$ cat src/rtl/aux_uart_pkg.sv
// Shared definitions for the aux UART transmitter and receiver.
package aux_uart_pkg;

  typedef enum logic [1:0] {
    IDLE  = 2'd0,
    START = 2'd1,
    DATA  = 2'd2,
    STOP  = 2'd3
  } uart_state_e;

  // Clock cycles per bit, rounded to the nearest integer.
  function automatic int unsigned baud_div(input int unsigned clk_hz, input int unsigned baud_hz);
    return (clk_hz + baud_hz / 2) / baud_hz;
  endfunction

endpackage

$ cat src/rtl/aux_uart_fifo.sv
// Synchronous byte FIFO; pop_data is registered and valid the cycle after a pop.
module aux_uart_fifo #(
  parameter int unsigned DEPTH = 16
) (
  input  logic                       clk,
  input  logic                       reset,
  input  logic                       push,
  input  logic [7:0]                 push_data,
  input  logic                       pop,
  output logic [7:0]                 pop_data,
  output logic                       full,
  output logic                       empty,
  output logic [$clog2(DEPTH):0]     count
);

  localparam int unsigned AW = $clog2(DEPTH);
  localparam int unsigned CW = AW + 1;

  logic [7:0]    mem [DEPTH];
  logic [AW-1:0] wr_ptr;
  logic [AW-1:0] rd_ptr;

  assign full  = (count == CW'(DEPTH));
  assign empty = (count == '0);

  // Storage array; no reset so it maps onto plain registers or a small RAM.
  always_ff @(posedge clk) begin
    if (push) mem[wr_ptr] <= push_data;
  end

  // Pointers, occupancy and registered read port.
  always_ff @(posedge clk or posedge reset) begin
    if (reset) begin
      wr_ptr   <= '0;
      rd_ptr   <= '0;
      count    <= '0;
      pop_data <= 8'h00;
    end else begin
      if (push) wr_ptr <= wr_ptr + AW'(1);
      if (pop) begin
        rd_ptr   <= rd_ptr + AW'(1);
        pop_data <= mem[rd_ptr];
      end
      unique case ({push, pop})
        2'b10:   count <= count + CW'(1);
        2'b01:   count <= count - CW'(1);
        default: count <= count;
      endcase
    end
  end

endmodule

$ cat src/rtl/aux_uart_tx.sv
// Aux UART transmitter: valid/ready byte input, FIFO buffer, 8N1 serialiser.
module aux_uart_tx
  import aux_uart_pkg::*;
#(
  parameter int unsigned CLK_FREQUENCY = 50_000_000,
  parameter int unsigned BAUD_RATE     = 115200,
  parameter int unsigned FIFO_DEPTH    = 16
) (
  input  logic                          clk,
  input  logic                          reset,
  input  logic                          wr_valid,
  input  logic [7:0]                    wr_data,
  output logic                          wr_ready,
  output logic                          tx,
  output logic                          busy,
  output logic [$clog2(FIFO_DEPTH):0]   fifo_count
);

  localparam int unsigned DIV   = baud_div(CLK_FREQUENCY, BAUD_RATE);
  localparam int unsigned CNT_W = (DIV > 1) ? $clog2(DIV) : 1;

  uart_state_e      state_q, state_d;
  logic [CNT_W-1:0] baud_q, baud_d;
  logic [2:0]       bit_idx_q, bit_idx_d;
  logic [7:0]       shift_q, shift_d;
  logic             tx_c;
  logic             pop;
  logic             push;
  logic             bit_end;
  logic [7:0]       pop_data;
  logic             fifo_full;
  logic             fifo_empty;

  // A full FIFO still takes a byte on the edge where the serialiser pops one.
  assign push     = wr_valid & (~fifo_full | pop);
  assign wr_ready = ~fifo_full;
  assign busy     = (state_q != IDLE) | (fifo_count != '0);
  assign bit_end  = (baud_q == CNT_W'(DIV - 1));

  aux_uart_fifo #(
    .DEPTH (FIFO_DEPTH)
  ) u_fifo (
    .clk       (clk),
    .reset     (reset),
    .push      (push),
    .push_data (wr_data),
    .pop       (pop),
    .pop_data  (pop_data),
    .full      (fifo_full),
    .empty     (fifo_empty),
    .count     (fifo_count)
  );

  // State, baud counter, shifter and the tx pin flop.
  always_ff @(posedge clk or posedge reset) begin
    if (reset) begin
      state_q   <= IDLE;
      baud_q    <= '0;
      bit_idx_q <= 3'd0;
      shift_q   <= 8'h00;
      tx        <= 1'b1;
    end else begin
      state_q   <= state_d;
      baud_q    <= baud_d;
      bit_idx_q <= bit_idx_d;
      shift_q   <= shift_d;
      tx        <= tx_c;
    end
  end

  // Next-state, pop request and line level for the current bit.
  always_comb begin
    state_d   = state_q;
    baud_d    = baud_q;
    bit_idx_d = bit_idx_q;
    shift_d   = shift_q;
    pop       = 1'b0;
    tx_c      = 1'b1;
    unique case (state_q)
      IDLE: begin
        baud_d = '0;
        if (!fifo_empty) begin
          pop     = 1'b1;
          state_d = START;
        end
      end
      START: begin
        tx_c = 1'b0;
        // Popped byte lands in pop_data one cycle after the pop.
        if (baud_q == '0) shift_d = pop_data;
        if (bit_end) begin
          baud_d    = '0;
          bit_idx_d = 3'd0;
          state_d   = DATA;
        end else begin
          baud_d = baud_q + CNT_W'(1);
        end
      end
      DATA: begin
        tx_c = shift_q[0];
        if (bit_end) begin
          baud_d  = '0;
          shift_d = {1'b0, shift_q[7:1]};
          if (bit_idx_q == 3'd7) state_d = STOP;
          else                   bit_idx_d = bit_idx_q + 3'd1;
        end else begin
          baud_d = baud_q + CNT_W'(1);
        end
      end
      STOP: begin
        tx_c = 1'b1;
        if (bit_end) begin
          baud_d = '0;
          if (!fifo_empty) begin
            pop     = 1'b1;
            state_d = START;
          end else begin
            state_d = IDLE;
          end
        end else begin
          baud_d = baud_q + CNT_W'(1);
        end
      end
      default: state_d = IDLE;
    endcase
  end

endmodule

$ cat config.mk
export PLATFORM = sky130hd
export DESIGN_NAME = aux_uart_tx
export DESIGN_NICKNAME = d
export VERILOG_FILES = /design/src/rtl/aux_uart_pkg.sv /design/src/rtl/aux_uart_fifo.sv /design/src/rtl/aux_uart_tx.sv
export SDC_FILE = /design/constraint.sdc
export NUM_CORES = 1
export LEC_CHECK = 0
export ABC_AREA = 1
export BUFFER_PORTS_ARGS = -buffer_cell sky130_fd_sc_hd__buf_2
export CORE_AREA = 5 5 112 167
export DETAILED_ROUTE_END_ITERATION = 10
export DIE_AREA = 0 0 117 172
export PLACE_DENSITY = 0.58
export SETUP_SLACK_MARGIN = 0.4
export SLEW_MARGIN = 20
export SYNTH_ARGS = -nofsm -noshare
export SYNTH_HDL_FRONTEND = slang
export SYNTH_SLANG_ARGS = --single-unit
$ cat constraint.sdc
create_clock -name clk -period 2.22 [get_ports clk]
set_input_delay 0.222 -clock clk [delete_from_list [all_inputs] [get_ports clk]]
set_output_delay 0.222 -clock clk [all_outputs]
set_load 0.05 [all_outputs]
[Yosys cells after proc, flatten, opt, wreduce, memory -nomap -nowiden]
Memory sizes are Yosys's and may differ from the RTL's. A register that Yosys moved wholly into a read port is not among the register bits.
Index checks and enable logic that the tools add are counted.
Operators by class
  reductions and logical operators: 11
  equality and inequality tests: 15
  muxes and demuxes: 23
  bitwise logic cells: 4
  $add $sub $neg: 6
Operator list (count)
  $pmux 9 s2: 1
  $mux 8: 2
  $pmux 8 s2: 1
  $ne 2x2->1 const B: 7
  $mux 2: 5
  $pmux 5 s2: 1
  $add 9x1->9 const B: 1
  $eq 9x9->1 const B: 1
  $logic_not 9->1: 1
  $mux 3: 3
  $mux 9: 1
  $add 4x1->4 const B: 2
  $pmux 2 s4: 1
  $eq 2x2->1 const B: 3
  $pmux 3 s2: 1
  $reduce_bool 2->1: 3
  $add 5x1->5 const B: 1
  $eq 5x5->1 const B: 1
  $logic_not 5->1: 1
  $mux 1: 5
  $reduce_and 5->1: 1
  $reduce_bool 5->1: 1
  $sub 5x1->5 const B: 1
  $eq 2x1->1 const B: 2
  10 further kinds: 12
Word-level totals
  logic and storage cells: 68
  RAM bits: 128
  memories kept: 1
  register bits after elaboration: 36
Memory list
  u_fifo.mem: depth 16, width 8, rd ports 1, clocked after memory_dff 1, wr ports 1, line aux_uart_fifo.sv:19  | logic [7:0] mem [DEPTH];

[Logic depth before layout (Yosys ltp)]
Gate-level depths: netlist (run 1).
  word-level depth: 8
  mapped depth: 17

[Modules after synthesis]
A second synthesis (run 1) with hierarchy kept.
Second synthesis, totals
  cells, all modules: 749
  area total of the unflattened synthesis: 7648.6 µm²
By module, submodules not included
  aux_uart_fifo: cells an instance 562, times used 1, area each 6243.5 µm²
  aux_uart_tx: cells an instance 187, times used 1, area each 1405.1 µm²

[Worst setup path after synthesis (run 1)]
OpenSTA, ideal clock, no wires.
  path type: reg-to-reg
  start: register u_fifo.count[0]
  end: memory u_fifo.mem[3][0], enable pin
  setup slack: -0.237 ns
  required time: 1.850 ns
  stages on the path, launching flop included: 9
  buffers on the path: 0
  arrival: 2.087 ns
  library setup time: 0.370 ns
  cell sequence: dfrtp_1 > nor2_1 > nand2_1 > inv_1 > nand2_1 > o21ai_4 > inv_4 > nand2_2 > nor2_1
Between the ends
  elaborated cells between the ends (all ways): 10
RTL lines
  from (decl): line aux_uart_fifo.sv:13  | output logic [$clog2(DEPTH):0] count
  from (signal assigned): line aux_uart_fifo.sv:45  | 2'b10: count <= count + CW'(1);
  from (signal assigned): line aux_uart_fifo.sv:46  | 2'b01: count <= count - CW'(1);
  from (signal assigned): line aux_uart_fifo.sv:47  | default: count <= count;
  $eq 5x5->1: line aux_uart_fifo.sv:23  | assign full = (count == CW'(DEPTH));
  $not 1->1
  net wr_ready: line aux_uart_tx.sv:13  | output logic wr_ready,
  $or 1x1->1: line aux_uart_tx.sv:35  | assign push = wr_valid & (~fifo_full | pop);
  $and 1x1->1: line aux_uart_tx.sv:35
  $mux 1: line aux_uart_fifo.sv:28  | if (push) mem[wr_ptr] <= push_data;
  $mux 1 (not written as such): line aux_uart_fifo.sv:28
  to (decl): line aux_uart_fifo.sv:19
The timed path passes the listed nets, and every way through them passes these cells.

[Worst setup path in the final report (run 1)]
  start: register state_q[0]
  end: register u_fifo.count[4]
Between the ends
  word-level cells in the longest chain between the ends: 6
  elaborated cells between the ends (all ways): 9
Ends and longest elaborated chain
  from (decl): line aux_uart_tx.sv:22  | uart_state_e state_q, state_d;
  from (signal assigned): line aux_uart_tx.sv:63  | state_q <= state_d;
  $eq 2x2->1 or $logic_not 2->1 (tied branches): line aux_uart_tx.sv:79  | unique case (state_q)
  $pmux 1 s2 (*): line aux_uart_tx.sv:79
  $or 1x1->1: line aux_uart_tx.sv:35
  $and 1x1->1: line aux_uart_tx.sv:35
  $eq 2x1->1 or $eq 2x2->1 (tied branches): line aux_uart_fifo.sv:44  | unique case ({push, pop})
  $pmux 5 s2 or $reduce_bool 2->1 (tied branches)
Mark *: on every way between the ends. The rest lies on a longest branch, timed or not.
A chain may end at the register's enable or synchronous reset.

==> results.ini, run 1 <==
[timing]
skew_ps = 14.23
finalSetupViolCount = 0
slew_violations = 0
fin_ws_ps = 79.64
rsz0062_at_grt = true
timing_worst_slew_pin_value_ps = 576.6
period_needed_ps = 2140
clock.fmax_mhz = 467.2
slew_headroom_pct = 61.51
finalHoldViolations = 0
whs_ps = 201.2
finalCritPeriodShare_pct = 96.41

[worst_setup_path]
worstPathRequired_ps = 2550
cp-start-kind = flip-flop
crit_arrival_ps = 2470
cp-end-kind = flip-flop
cp.depth = 15
rr_worst_depth = 15
cpPeakStageDelay_ps = 420
crit_buf_inv = 3
crit_top_cell = nand2_1
critPathTopFamily = simple AND/OR/NAND/NOR gates
crit_type = flip-flop to flip-flop
path_cells = inv_2 > ha_4 > a21oi_2 > nand2_1 > inv_2 > nand2_8 > nor2_4 > fa_2 > a21oi_2 > o21bai_1 > nand4_1 > nand2_1 > nand2_1 > nand2_1 > inv_1
cp_max_fo = 5
cp_slowest_cell = dfrtp_1

[placed_design]
port_buffers = 18
dp_cells = 878
dp.final_hpwl_mm = 11.37
post-place-ws_ps = 18.37
placedInstanceArea_um2 = 8097
place_congestion = 0.8029

[grt]
antenna_found_initial = 0
grt_max_degree = 67
grt_overflow = 0
grt_pass1_wl_mm = 27.14
grtUsageTotal_pct = 18.06
grt_pass1_vias = 5021

[die]
fp-row-count = 59
die_h_um = 172
io_pins = 19
core_area_um2 = 17130
dieArea_um2 = 20120
start_util_pct = 43.85
fp.dieW_um = 117

[synth]
syn_nets = 686
synth_area_per_cell_um2 = 11.43
ys_seq_elements = 172
ys.flop_type = edfxtp_1
ys_warn_count = 0
netlist_area_um2 = 7510
syn_inst = 657
ys_types = 39
synth_edf_count = 128
yosysSeqAreaShare_pct = 65.86
async_flop_share_pct = 25.58

[clock_network]
cts.sinks = 172
cts_tree = yes
cts_buffers = 17
clk_latency_ps = 440
root_buffer = clkbuf_16
h-tree-depth = 4
clockBufferDepth = 2
path_clk_slew_ps = 80

[power_and_ir_drop]
p_leak_nw = 3.256
intPower_w = 0.005667
cellPowerDensity_nw_per_um2 = 904.9
p_seq_share_pct = 47.8
ir_drop_mv = 0.6049
p_comb_share_pct = 17.2
power_frac_clock_pct = 35.0
netSwitchingFraction_pct = 30.45
power.switching_w = 0.002481

[finish]
final_cell_mix = 128 x edfxtp_1, 111 x nor2_1, 75 x nand2_1, 60 x o21ai_0, 36 x dfrtp_1
layout_commonest_cell = edfxtp_1
final_layout_size_suffix_gt1_share_pct = 24.51
area_growth_pct = 19.89
fin_cells = 931
diodes = 0
stdcell_area_um2 = 9004
final_util_pct = 52.57
final_nets = 734
fillCellCount = 1505

[drt]
wl_mm = 17.07
drt_iter0_markers = 399
firstDrtPassIters = 5
ant_nets = 0
route.vias.total = 4956
viasPerCell = 5.323
wl_per_cell_um = 18.33
drc_errors = 0

[worst_hold_path]
hp-class = input pin to flip-flop
holdPathStages = 1

[run_status]
status = finished, final reports clean

[flow_run]
max_cap_violations = 0

## repair_timing
item	in CTS	in global routing
gates cloned	0	0
setup buffers	12	8
gates resized for setup	7	36
setup endpoints to repair	136	153
endpoints found under the hold margin	22	0
pin swaps	13	12
hold buffers	1	0
## power by group through the flow
stage / combinational [W] / clock, W / sequential (W)
2_1_floorplan: 0.000784 / 0 / 0.00410
3_3_place_gp: 0.00132 / 0 / 0.00394
3_5_place_dp: 0.00134 / 0 / 0.00395
4_1_cts: 0.00138 / 0.00291 / 0.00389
5_1_grt: 0.00152 / 0.00304 / 0.00391
6_report: 0.00140 / 0.00286 / 0.00389
## cell type report
type                       count  area (um2)  share of cell area, %
clock buffer                  17       425.4                  4.725
multi-input combinational    425        2566                  28.50
timing repair buffer          58       496.7                  5.517
inverter                      31       136.4                  1.515
clock inverter                15       157.7                  1.751
tap                          213       266.5                  2.960
sequential                   172        4955                  55.03
## final timing paths
check	end	from	slack, ps
max	u_fifo.count[4]$_DFFE_PP0P_	state_q[0]$_DFFE_PP0P_	80
min	u_fifo.mem[4][5]$_DFFE_PP_	wr_data[5]	200
max reg2reg	u_fifo.count[4]$_DFFE_PP0P_	state_q[0]$_DFFE_PP0P_	80
min reg2reg	u_fifo.pop_data[3]$_DFFE_PP0N_	u_fifo.pop_data[3]$_DFFE_PP0N_	480
max in group asynchronous	u_fifo.count[4]$_DFFE_PP0P_	reset	1240
min in group asynchronous	u_fifo.count[2]$_DFFE_PP0P_	reset	390
## logic make-up (layout without fill, tap and decap cells)
group | Yosys count | after routing | share of synthesized area, %
buffers and inverters | 60 | 121 | 3.948
AOI/OAI and AO/OA | 122 | 122 | 9.897
DFF | 172 | 172 | 65.86
muxes | 7 | 7 | 0.9331
xor gates and xnor gates | 11 | 11 | 1.283
adders and majority gates | 18 | 18 | 3.099
and+or+nand+nor | 267 | 267 | 14.98
## metrics by stage
step	setup TNS, ps	total power (W)
after floorplan	0	0.004887
after global placement	0	0.005260
after detailed placement	0	0.005290
final	0	0.008147
after CTS	0	0.008173
after global routing	-376.7	0.008472
## synth_stat cells, types with 2 or more instances
| library cell | instances | area share, % |
|---|---|---|
| a21oi_1 | 9 | 0.60 |
| buf_2 | 7 | 0.47 |
| buf_4 | 6 | 0.60 |
| buf_6 | 5 | 0.75 |
| clkbuf_1 | 10 | 0.50 |
| dfrtp_1 | 43 | 14 |
| edfxtp_1 | 128 | 51 |
| ha_1 | 17 | 2.8 |
| inv_1 | 23 | 1.1 |
| inv_2 | 6 | 0.30 |
| mux2i_1 | 7 | 0.93 |
| nand2_1 | 84 | 4.2 |
| nand2_2 | 7 | 0.58 |
| nand2_4 | 2 | 0.30 |
| nand3_1 | 33 | 2.2 |
| nor2_1 | 129 | 6.4 |
| nor2_4 | 2 | 0.30 |
| nor3_1 | 4 | 0.27 |
| o211ai_1 | 32 | 3.2 |
| o21a_1 | 2 | 0.20 |
| o21ai_0 | 62 | 4.1 |
| o21ai_1 | 5 | 0.33 |
| o21ai_2 | 8 | 0.93 |
| or2_2 | 2 | 0.17 |
| xnor2_1 | 2 | 0.23 |
| xor2_1 | 9 | 1.0 |
## sequential cells by signal, indices dropped and copies added, names as in the netlist
signal,flops
bit_idx_q,3
baud_q,9
u_fifo.wr_ptr,4
state_q,2
u_fifo.pop_data,8
u_fifo.count,5
u_fifo.rd_ptr,4
shift_q,8
tx,1
u_fifo.mem,128
## layer usage
| layer | up-vias | part of all wire [%] | global-route usage (%) |
|---|---|---|---|
| li1 | 2382 | - | - |
| met3 | 24 | 3.4 | 3.887 |
| met2 | 102 | 56 | 32.33 |
| met4 | 0 | 1.9 | 5.888 |
| met5 | - | 0 | 0 |
| met1 | 2448 | 39 | 21.38 |
Note: power is estimated with default switching activity, not from simulation.
==> inputs of run 2 (changes only) <==
--- a/config.mk
+++ b/config.mk
@@ -7,12 +7,14 @@
 export LEC_CHECK = 0
 export ABC_AREA = 1
 export BUFFER_PORTS_ARGS = -buffer_cell sky130_fd_sc_hd__buf_2
-export CORE_AREA = 5 5 112 167
+export CORE_AREA = 5 5 102 152
+export CTS_CLUSTER_SIZE = 8
 export DETAILED_ROUTE_END_ITERATION = 10
-export DIE_AREA = 0 0 117 172
-export PLACE_DENSITY = 0.58
+export DIE_AREA = 0 0 107 157
+export PLACE_DENSITY = 0.7
 export SETUP_SLACK_MARGIN = 0.4
 export SLEW_MARGIN = 20
 export SYNTH_ARGS = -nofsm -noshare
 export SYNTH_HDL_FRONTEND = slang
+export SYNTH_HIERARCHICAL = 1
 export SYNTH_SLANG_ARGS = --single-unit
==> results.ini, run 2 <==
[worst_setup_path]
critPathTopFamily = simple AND/OR/NAND/NOR gates
cp-end-kind = flip-flop
r2r-end = u_fifo/count[4]$_DFFE_PP0P_
crit_top_cell = nand2_2
worstPathRequired_ps = 2570  ; +20 ps
path_cells = inv_2 > ha_4 > nand2_4 > nor2_4 > nand3_2 > nand2_2 > nand2_2 > a21oi_4 > inv_2 > ha_4 > xor2_4 > ha_4 > inv_2 > nand2_2 > nand3_2 > nand2_2 > xor2_1 > nand2_1 > nand2_1
crit_arrival_ps = 2800  ; +330 ps
cp.depth = 19  ; +4
crit_type = flip-flop to flip-flop
cpPeakStageDelay_ps = 390  ; -30 ps
r2r-start = baud_q[1]$_DFF_PP0_
cp_slowest_cell = dfrtp_1
r2r_slack_ps = -220  ; -300 ps
rr_worst_depth = 19  ; +4
critical_path.endpoint = u_fifo/count[4]$_DFFE_PP0P_
cp-start-kind = flip-flop
cp_max_fo = 3  ; -2
startpoint = baud_q[1]$_DFF_PP0_
crit_buf_inv = 3  ; unchanged

[timing]
tns_ps = -5639  ; -5639 ps
clock.fmax_mhz = 409.1  ; -12%
rsz0062_at_grt = true
fin_ws_ps = -224.5  ; -304.2 ps
whs_ps = 1.454  ; -199.7 ps
period_needed_ps = 2445  ; +304.2 ps
finalCritPeriodShare_pct = 110.1  ; +14 points
skew_ps = 9.213  ; -5.019 ps
finalSetupViolCount = 131  ; +131
slew_headroom_pct = 40.26  ; -21 points
slew_violations = 0  ; unchanged
finalHoldViolations = 0  ; unchanged
timing_worst_slew_pin_value_ps = 895.1  ; +318.5 ps

[drt]
route.vias.total = 5552  ; +12%
ant_nets = 0  ; unchanged
viasPerCell = 5.546  ; +4.2%
wl_mm = 17.40  ; +2.0%
firstDrtPassIters = 7  ; +2
drc_errors = 0  ; unchanged
drt_iter0_markers = 462  ; +16%
wl_per_cell_um = 17.38  ; -5.2%

[synth]
ys_types = 33  ; -15%
synth_top_area_share_pct = 50.25  ; -0.93 points
yosys.area.top_type = edfxtp_1
yosysSeqAreaShare_pct = 64.67  ; -1.2 points
netlist_area_um2 = 7649  ; +1.8%
synthTopCellsByCount = 282 x nand2_1, 128 x edfxtp_1, 110 x nand3_1, 43 x dfrtp_1, 41 x inv_1
async_flop_share_pct = 25.58  ; unchanged
syn_nets = 779  ; +14%
synthTopCellsByArea = edfxtp_1 50%, dfrtp_1 14%, nand2_1 14%
ys_warn_count = 6  ; +6
synth_edf_count = 128  ; unchanged
ys.flop_type = edfxtp_1
ys_seq_elements = 172  ; unchanged
synth_area_per_cell_um2 = 10.21  ; -11%
syn_inst = 749  ; +14%
synth.most_common_cell = nand2_1

[die]
io_pins = 19  ; unchanged
dieArea_um2 = 16800  ; -17%
start_util_pct = 54.92  ; +11 points
fp-row-count = 53  ; -10%
fp.dieW_um = 107  ; -8.5%
die_h_um = 157  ; -8.7%
core_area_um2 = 13930  ; -19%

[power_and_ir_drop]
cellPowerDensity_nw_per_um2 = 1355  ; +50%
ir_drop_mv = 0.7801  ; +29%
p_leak_nw = 3.927  ; +21%

[clock_network]
cts_tree = yes
cts.sinks = 172  ; unchanged
cts_hold_buffers = 0  ; -1
root_buffer = clkbuf_16
h-tree-depth = 4  ; unchanged
cts_buffers = 17  ; unchanged
path_clk_slew_ps = 70  ; about the same
clk_latency_ps = 410  ; -30 ps
clockBufferDepth = 2  ; unchanged

[placed_design]
dp.final_hpwl_mm = 11.17  ; -1.8%
place_congestion = 0.8689  ; +8.2%
dp_cells = 948  ; +8.0%
port_buffers = 18  ; unchanged

[grt]
antenna_found_initial = 0  ; unchanged
grt_pass1_vias = 5481  ; +9.2%
grtUsageTotal_pct = 21.53  ; +3.5 points
grt_pass1_wl_mm = 27.57  ; +1.6%
grt_max_degree = 68  ; +1.5%
grt_overflow = 0  ; unchanged

[finish]
final_util_pct = 67.49  ; +15 points
diodes = 0  ; unchanged
final_cell_mix = 271 x nand2_1, 128 x edfxtp_1, 107 x nand3_1, 43 x buf_4, 37 x dfrtp_1
fillCellCount = 991  ; -34%
largest_register = u_fifo/mem
final_nets = 853  ; +16%
fin_cells = 1001  ; +7.5%
area_growth_pct = 22.89
layout_commonest_cell = nand2_1
final_layout_size_suffix_gt1_share_pct = 21.89  ; -2.6 points
reg.largest.list = u_fifo/mem (128), baud_q (9)
largest_reg_flops = 128  ; unchanged

[run_status]
violations = setup timing
status = finished with violations

[worst_hold_path]
hp-class = input pin to async pin

[flow_run]
max_cap_violations = 0  ; unchanged

[run 2: cell count changes in the layout (fill, tap and decap cells not counted), moves of 7 or more]
cell	previous run	this run
o211ai_1	32	1
nand3_1	29	107
o21ai_2	9	1
nor2_1	111	20
buf_4	28	43
mux2i_1	7	0
inv_1	17	35
nand2_1	75	271
buf_12	6	14
o21ai_0	60	6
[run 2: metrics by stage]
step / setup WS [ps] / total power (W) / instance area (um2)
2_1_floorplan: -176.6 / 0.007678 / 7794
3_3_place_gp: -160.0 / 0.009039 / 8341
3_5_place_dp: -267.5 / 0.009182 / 8341
4_1_cts: -102.7 / 0.01252 / 9275
5_1_grt: -324.7 / 0.01349 / 9399
6_report: -224.5 / 0.01273 / 9399
[run 2: worst reg2reg max path, delay by kind of cell (launching register included)]
kind	cells	cell delay (ps)
fa+ha+maj	3	500
flops	1	390
simple gates	10	800
buf+inv	3	180
xor+xnor	2	370
compound gates	1	150
[run 2: cell type report]
cell class	instances	area, um2	share of cell area [%]
Sequential cell	172	4954	52.70
Inverter	45	176.4	1.877
Multi-Input combinational cell	506	2703	28.75
Clock buffer	18	429.2	4.566
Tap cell	165	206.4	2.196
Timing Repair Buffer	81	774.5	8.240
Clock inverter	14	156.4	1.664
[run 2: where the power goes]
group	switching, W	internal [W]
logic	0.00357	0.00195
registers	0.000265	0.00403
clock network	0.00124	0.00168
total	0.00507	0.00766
[run 2: how the worst min path moves through the flow]
stage,start,endpoint,cells after the start
floorplan,reset,u_fifo/pop_data[0]$_DFFE_PP0P_,1
global placement,reset,u_fifo/pop_data[0]$_DFFE_PP0P_,2
detailed placement,reset,u_fifo/pop_data[2]$_DFFE_PP0P_,2
CTS,reset,u_fifo/pop_data[4]$_DFFE_PP0P_,2
global route,reset,u_fifo/count[4]$_DFFE_PP0P_,2
finish,reset,u_fifo/pop_data[6]$_DFFE_PP0P_,2
[run 2: repair_timing]
item	4_1_cts	5_1_grt
resized for setup	32	24
pin swaps	13	21
setup buffers	16	5
endpoints found under the setup margin	145	152
[run 2: kinds of logic after synthesis]
kind of cell	Yosys count	share of synthesized area (%)
XOR/XNOR	12	1.374
AND/OR/NAND/NOR	451	24.93
flip-flops	172	64.67
adder cells (fa/ha/maj)	19	3.108
buffers and inverters	71	4.171
AO/OA/AOI/OAI	24	1.750
[run 2: metal layers]
metal	GRT usage, %	part of all wire, %
met1	23.63	37
met2	41.14	56
met3	3.488	4.4
met4	8.288	2.8
met5	0	0
